## config.mk

```make
export PLATFORM = sky130hd
export DESIGN_NAME = lifo_stack_reg
export DESIGN_NICKNAME = d
export VERILOG_FILES = /design/src/rtl/lifo_stack_reg.sv
export SDC_FILE = /design/constraint.sdc
export NUM_CORES = 1
export LEC_CHECK = 0
export CORE_MARGIN = 8
export CORE_UTILIZATION = 60
export DETAILED_ROUTE_END_ITERATION = 12
export PLACE_DENSITY_LB_ADDON = 0.12
export SYNTH_ARGS = -nofsm -noshare
export SYNTH_HDL_FRONTEND = slang
export SYNTH_SLANG_ARGS = --single-unit
```

## constraint.sdc

```tcl
create_clock -name clk -period 7.1 [get_ports clk]
set_input_delay 0.71 -clock clk [delete_from_list [all_inputs] [get_ports clk]]
set_output_delay 0.71 -clock clk [all_outputs]
set_load 0.02 [all_outputs]
```

## src/rtl/lifo_stack_reg.sv

```systemverilog
// Register-based LIFO holding move/direction history for maze backtracking.
// Supports push, pop, replace-top and synchronous clear, with a sticky misuse flag.
module lifo_stack_reg #(
   parameter int unsigned WIDTH = 4,
   parameter int unsigned DEPTH = 16,
   localparam int unsigned AW   = $clog2(DEPTH)
) (
   input  logic             clk,
   input  logic             rst,
   input  logic             clr,
   input  logic             push,
   input  logic             pop,
   input  logic [WIDTH-1:0] dataIn,
   output logic [WIDTH-1:0] dataOut,
   output logic [AW:0]      count,
   output logic             empty,
   output logic             full,
   output logic             err
);

   localparam logic [AW:0] CntOne  = (AW+1)'(1);
   localparam logic [AW:0] CntFull = (AW+1)'(DEPTH);

   logic [WIDTH-1:0] mem_q [DEPTH];
   logic [WIDTH-1:0] mem_d [DEPTH];
   logic [AW:0]      count_q, count_d;
   logic             err_q, err_d;
   logic [AW-1:0]    wr_idx, top_idx;
   logic             empty_w, full_w;

   assign empty_w = (count_q == '0);
   assign full_w  = (count_q == CntFull);
   // Both indices are only used when they are in range (not full / not empty).
   assign wr_idx  = AW'(count_q);
   assign top_idx = AW'(count_q - CntOne);

   always_comb begin
      mem_d   = mem_q;
      count_d = count_q;
      err_d   = err_q;
      if (clr) begin
         count_d = '0;
         err_d   = 1'b0;
      end else begin
         unique case ({push, pop})
            2'b10: begin
               if (full_w) begin
                  err_d = 1'b1;
               end else begin
                  mem_d[wr_idx] = dataIn;
                  count_d       = count_q + CntOne;
               end
            end
            2'b01: begin
               if (empty_w) begin
                  err_d = 1'b1;
               end else begin
                  count_d = count_q - CntOne;
               end
            end
            2'b11: begin
               // Replace top; on an empty stack this degenerates to a plain push.
               if (empty_w) begin
                  mem_d[wr_idx] = dataIn;
                  count_d       = CntOne;
               end else begin
                  mem_d[top_idx] = dataIn;
               end
            end
            default: ;
         endcase
      end
   end

   always_ff @(posedge clk or posedge rst) begin
      if (rst) begin
         mem_q   <= '{default: '0};
         count_q <= '0;
         err_q   <= 1'b0;
      end else begin
         mem_q   <= mem_d;
         count_q <= count_d;
         err_q   <= err_d;
      end
   end

   always_comb begin
      dataOut = empty_w ? '0 : mem_q[top_idx];
      count   = count_q;
      empty   = empty_w;
      full    = full_w;
      err     = err_q;
   end

endmodule

```

==> results.toml, run 1 <==
[setup_path]
critical_path_class = "flip-flop to output pin"
r2r_depth = 9
type_of_destination_of_the_critical_path = "output pin"
crit_arrival_ps = 3450
reg2reg_slack_ps = 4050
timing.rr.start = "count[0]"
reg2reg_to = "mem_q[19]"
critical_path.startpoint_type = "flip-flop"
crit_fanout = 29
crit_required_ps = 6390

[synthesis]
syn-mean-instance-area_sq_um = 12.39
synth_seq_area_share = 0.4404
synth_seq_cells = 70
synth_cell_types = 54
synthesis.instances = 321
yosys_warnings = 0
synth.cell_area_sq_um = 3978
syn_nets = 336
ys.flop_type = "dfrtp_1"
number_of_enable_type_register_cells_in_the_synthesized_netlist = 0
ys_async_sr_fraction = 1.000

[layout]
finish.net_count = 348
area.growth.synth_to_final_pct = 10.13
antenna_cells_inserted = 0
final_cell_count_no_fill = 414
post_route_cells_drive_above_1_share = 0.3412

[route]
drt_iter0_drc = 194
detail_route.wl_per_cell_um = 21.05
met3RoutedLength_um = 572
wl_um = 8713
drc = 0
drt.antenna.violating_nets = 0
met2_wirelength_um = 4053
number_of_vias_after_detailed_routing = 2672
viasPerCell = 6.454
drt-pass1-iter-count = 5
dr.max_layer_used = "met4"
drt-met1-wl_um = 3928

[global_route]
grt_pass1_vias = 2757
globalRoute.totalOverflow = 0
antenna_violations_before_repair = 0
grt.total_usage = 0.1944
grt_first_pass_wirelength_um = 14680
grt_start_max_net_pins = 71

[sta]
timing.fmax_ghz = 0.2403
final_hold_viol_count = 0
timing.final.max_slew_violations = 0
fin_setup_tns_ps = 0
timing_worst_slew_pin_value_ps = 1171
setup_ws_ps = 2939
timing.max_slew.rel_slack = 0.2140
worst_clock_skew_ps = 8.263
rsz_0062_raised_after_global_routing = "false"
setup_viol = 0
layout_worst_path_cycle_share = 0.5861
timing.final.crit_period_ps = 4161

[run]
max_cap_violations = 0

[placement]
place_hpwl_um = 5993
placed_cells = 399
place_congestion = 0.9182
io_buffer_count = 20
placement.setup.worst_slack_ps = 3249

[power_and_ir_drop]
p_seq_frac = 0.425
power_switching_w = 0.0004344
cellInternalPower_w = 0.0009453
pwr-share-clk = 0.226
vdd_ir_drop_max_v = 0.0002073
switching_share = 0.3149
comb_power_share = 0.349
leakage_nw = 1.891
power_density_nw_per_um2 = 315.0

[floorplanning]
die-height_um = 97.42
die_w_um = 97.42
core-area_sq_um = 6386
boundaryPins = 21
effective_utilization_at_floorplan = 0.6228
die_area_sq_um = 9491
std_cell_rows = 29

[clock_network]
cts_post_setup_buffers_inserted = 0
clk_pin_slew_ps = 70
clock_insertion_delay_worst_skew_ps = 340
post_cts.resized_instances = 0
cts_htree_levels = 3
cts_max_path_buffers = 2
cts_made_buffers = 9
clkSinkCount = 70
cts_root_buffer = "clkbuf_8"
post_cts_hold_buffer_count = 0
tritoncts = "built"

[hold_path]
hold-path-cell-count = 1
timing.hold.worst.class = "flip-flop to flip-flop"
worst_min_path_start = "mem_q[42]"
hold-path-endpoint = "mem_q[42]"

[run_status]
outcome = "completed"
-- power groups by stage --
stage	registers, W	logic, W	clock network, W
detailed placement	0.000594	0.000483	0
floorplan	0.000573	0.000377	0
global placement	0.000588	0.000473	0
CTS	0.000586	0.000485	0.000322
global route	0.000604	0.000523	0.000335
finish	0.000586	0.000482	0.000312
-- registers in the layout, indices dropped and copies added, names as in the netlist --
| signal | flops |
|---|---|
| err | 1 |
| mem_q | 64 |
| count | 5 |
-- cells in the mapped netlist, types with 2 or more instances --
master	n	area [sq um]
a41oi_2	2	32.53
nand2_1	18	67.56
buf_6	2	22.52
dfrtp_1	70	1752
nor2_1	16	60.06
nand2b_1	3	18.77
nor3b_1	4	30.03
o21ai_0	6	30.03
nor2b_1	6	37.54
a21oi_2	5	43.79
mux2i_1	11	110.1
nor3_1	6	30.03
ha_1	6	75.07
a31oi_1	5	31.28
o32ai_1	2	17.52
buf_2	6	30.03
o22ai_1	5	31.28
a21oi_1	4	20.02
a22oi_1	2	15.01
clkbuf_1	12	45.04
nand4_1	2	12.51
inv_1	7	26.28
mux2_2	64	720.7
nand3_1	8	40.04
nor2_2	2	12.51
mux4_2	16	360.4
a211oi_1	3	22.52
buf_1	2	7.510
-- routing by layer --
layer	track usage	up-vias
met5	0	-
met4	0.07343	0
met3	0.04410	14
met2	0.2938	96
met1	0.2648	1338
li1	-	1224
-- cell usage in the layout (no fill, tap or decap), drive strengths merged, types with 2 or more instances in the layout --
cell type	count
nor2b	6
o21ai	7
o22ai	5
nand3	9
a31oi	6
nor3b	4
mux4	16
dfrtp	70
clkinv	3
a22oi	3
nor2	18
nand2b	3
a41oi	2
a21oi	9
buf	3
nand2	18
inv	7
clkdlybuf4s50	20
clkbuf	11
mux2i	11
mux2	64
nand4	2
o32ai	2
nor3	6
ha	6
a211oi	3
-- layout make-up --
| cell class | count | area, sq um |
|---|---|---|
| Tap cell | 77 | 96.34 |
| Sequential cell | 70 | 1752 |
| Clock inverter | 4 | 47.55 |
| Inverter | 8 | 35.03 |
| Timing Repair Buffer | 23 | 222.7 |
| Clock buffer | 11 | 141.4 |
| Fill cell | 506 | 2006 |
| Multi-Input combinational cell | 221 | 2086 |
-- stage by stage --
stage	instance area, sq um	hold slack, ps	power (W)	util
after floorplan	3978	473.9	0.0009499	-
after global placement	4192	481.9	0.001061	0.6563
after detailed placement	4192	488.1	0.001077	0.6563
after CTS	4380	504.8	0.001393	0.6859
after global routing	4380	516.7	0.001462	0.6859
final	4380	503.2	0.001380	0.6859
-- worst max-delay path by stage --
stage                     startpoint         end  slack, ps  cells after the start
after global placement      count[0]  dataOut[1]       3290                      7
after detailed placement    count[0]  dataOut[1]       3250                      7
final                       count[0]  dataOut[1]       2940                      7
after floorplan             count[0]  dataOut[0]       3510                      9
after CTS                   count[0]  dataOut[1]       2850                      7
after global routing        count[0]  dataOut[1]       2710                      7
-- worst max-delay path, stage by stage (launching register included) --
cell and delay, ps:
dfrtp_1 330, buf_4 380, inv_1 170, ha_1 830, mux4_2 580, mux2i_1 150
o22ai_1 110, clkdlybuf4s50_1 550
-- logic make-up after synthesis --
kind of cell / Yosys count / synth area share
flops: 70 / 0.4404
simple gates: 72 / 0.09532
buf+inv: 30 / 0.03523
fa+ha+maj: 6 / 0.01887
xor+xnor: 2 / 0.004405
mux: 91 / 0.2995
compound gates: 50 / 0.1063
Note: power is estimated with default switching activity, not from simulation.
==> run 2: changes to the inputs <==
==> constraint.sdc (replaced) <==
create_clock -name clk -period 4.12 [get_ports clk]
set_input_delay 0.412 -clock clk [delete_from_list [all_inputs] [get_ports clk]]
set_output_delay 0.412 -clock clk [all_outputs]
set_load 0.02 [all_outputs]
==> run 2 against run 1 <==
  * Register-to-register slack got worse by 2900 ps
  * Wire length rose by 2.3%
  * Clock skew is 3.9 ps higher
  * Sequential power up 74%
  * Core utilization increased by 0.47 points
  * Total power up 74%
  * Final cell count up 0.97%
  * Global-route usage about the same
  * Clock-buffer cell count is the same
  * Die area stayed put
  * Worst hold slack got worse by 5.0 ps
  * Combinational power grew 76%
==> results.toml, run 2 (synthesized netlist as in run 1, its figures left out) <==
[floorplanning]
std_cell_rows = 29
die_area_sq_um = 9491
boundaryPins = 21
core-area_sq_um = 6386
die-height_um = 97.42
die_w_um = 97.42
effective_utilization_at_floorplan = 0.6228

[route]
drt-pass1-iter-count = 5
detail_route.wl_per_cell_um = 21.33
wl_um = 8915
drt_iter0_drc = 156
drt.antenna.violating_nets = 0
drc = 0
viasPerCell = 6.498
number_of_vias_after_detailed_routing = 2716

[clock_network]
post_cts_hold_buffer_count = 0
cts_post_setup_buffers_inserted = 0
clock_insertion_delay_worst_skew_ps = 340
cts_htree_levels = 3
cts_made_buffers = 9
clk_pin_slew_ps = 80
post_cts.resized_instances = 0
clkSinkCount = 70
tritoncts = "built"
cts_max_path_buffers = 2
cts_root_buffer = "clkbuf_8"

[placement]
io_buffer_count = 20
placement.setup.worst_slack_ps = 975.6
place_congestion = 0.9217
place_hpwl_um = 6217

[power_and_ir_drop]
vdd_ir_drop_max_v = 0.0003753
power_density_nw_per_um2 = 543.9
finalPower_w = 0.002399
leakage_nw = 1.911

[layout]
post_route_cells_drive_above_1_share = 0.3490
area.growth.synth_to_final_pct = 10.88
layout.cells.most_common = "dfrtp_1"
top_register = "mem_q"
antenna_cells_inserted = 0
finish.net_count = 352
fillers = 466
flip_flop_count_of_the_largest_register_after_layout = 64
final_cell_mix = "dfrtp_1, mux2_2, clkdlybuf4s50_1, nand2_1"

[sta]
rsz_0062_raised_after_global_routing = "false"
setup_ws_ps = 602.3
timing.final.crit_period_ps = 3518
fin_setup_tns_ps = 0
timing.fmax_ghz = 0.2843
timing_worst_slew_pin_value_ps = 892.3
setup_viol = 0
layout_worst_path_cycle_share = 0.8538
worst_clock_skew_ps = 12.16
timing.final.max_slew_violations = 0
timing.max_slew.rel_slack = 0.4043
final_hold_viol_count = 0

[run_status]
outcome = "completed"

[hold_path]
timing.hold.worst.class = "flip-flop to flip-flop"
worst_min_path_start = "err"

[global_route]
grt_start_max_net_pins = 46
grt_first_pass_wirelength_um = 14880
globalRoute.totalOverflow = 0
antenna_violations_before_repair = 0
grt_pass1_vias = 2779
grt.total_usage = 0.1944

[setup_path]
critical_path_class = "flip-flop to output pin"
type_of_destination_of_the_critical_path = "output pin"
crit_fanout = 10
timing.rr.start = "count[1]"
critical_path.startpoint_type = "flip-flop"
crit_arrival_ps = 3110
startpoint = "count[1]"
crit_required_ps = 3710

[run]
max_cap_violations = 0
run 2: cell types whose count changed in the layout (fill, tap and decap cells not counted), sizes merged:
cell	delta
buf	+4
run 2: metal layers:
layer,vias up,GRT usage,share of wire
met5,-,0,0
met4,0,0.06876,0.016
met3,12,0.04410,0.056
met2,75,0.3021,0.48
met1,1395,0.2597,0.45
li1,1234,-,-
run 2: path summary, 6_finish.rpt:
kind	to	slack, ps	cells past startpoint
hold / removal	err	500	2
min in group asynchronous	mem_q[57]	590	2
setup / recovery	dataOut[3]	600	7
max in group asynchronous	mem_q[33]	2650	3
setup reg to reg	mem_q[54]	1120	7
hold reg to reg	err	500	2
run 2: metrics by stage:
step / instance area (sq um) / hold WS, ps / instances / utilization
4_1_cts: 4410 / 504.8 / 418 / 0.6906
3_3_place_gp: 4222 / 482.6 / 403 / 0.6611
6_report: 4410 / 498.3 / 418 / 0.6906
2_1_floorplan: 3978 / 473.9 / 321 / -
3_5_place_dp: 4222 / 486.8 / 403 / 0.6611
5_1_grt: 4410 / 516.7 / 418 / 0.6906
run 2: layout make-up:
class / instances / area, sq um / share of cell area
inverter: 8 / 35.03 / 0.007943
clock buffer: 11 / 141.4 / 0.03206
clock inverter: 4 / 47.55 / 0.01078
timing repair buffer: 27 / 252.7 / 0.05730
multi-input combinational: 221 / 2086 / 0.4729
sequential: 70 / 1752 / 0.3972
tap: 77 / 96.34 / 0.02184
run 2: power breakdown:
| part | switching [W] | leakage (nW) | total, W | internal [W] |
|---|---|---|---|---|
| logic | 0.000402 | 0.891 | 0.000850 | 0.000448 |
| clock network | 0.000238 | 0.0952 | 0.000529 | 0.000291 |
| registers | 0.000122 | 0.924 | 0.00102 | 0.000898 |
run 2: critical path, stage by stage, from the launching register on:
cell and delay, ps:
dfrtp_1 540, inv_1 170, ha_1 600, buf_4 280
mux4_2 320, mux2i_1 170, o22ai_1 120, clkdlybuf4s50_1 550
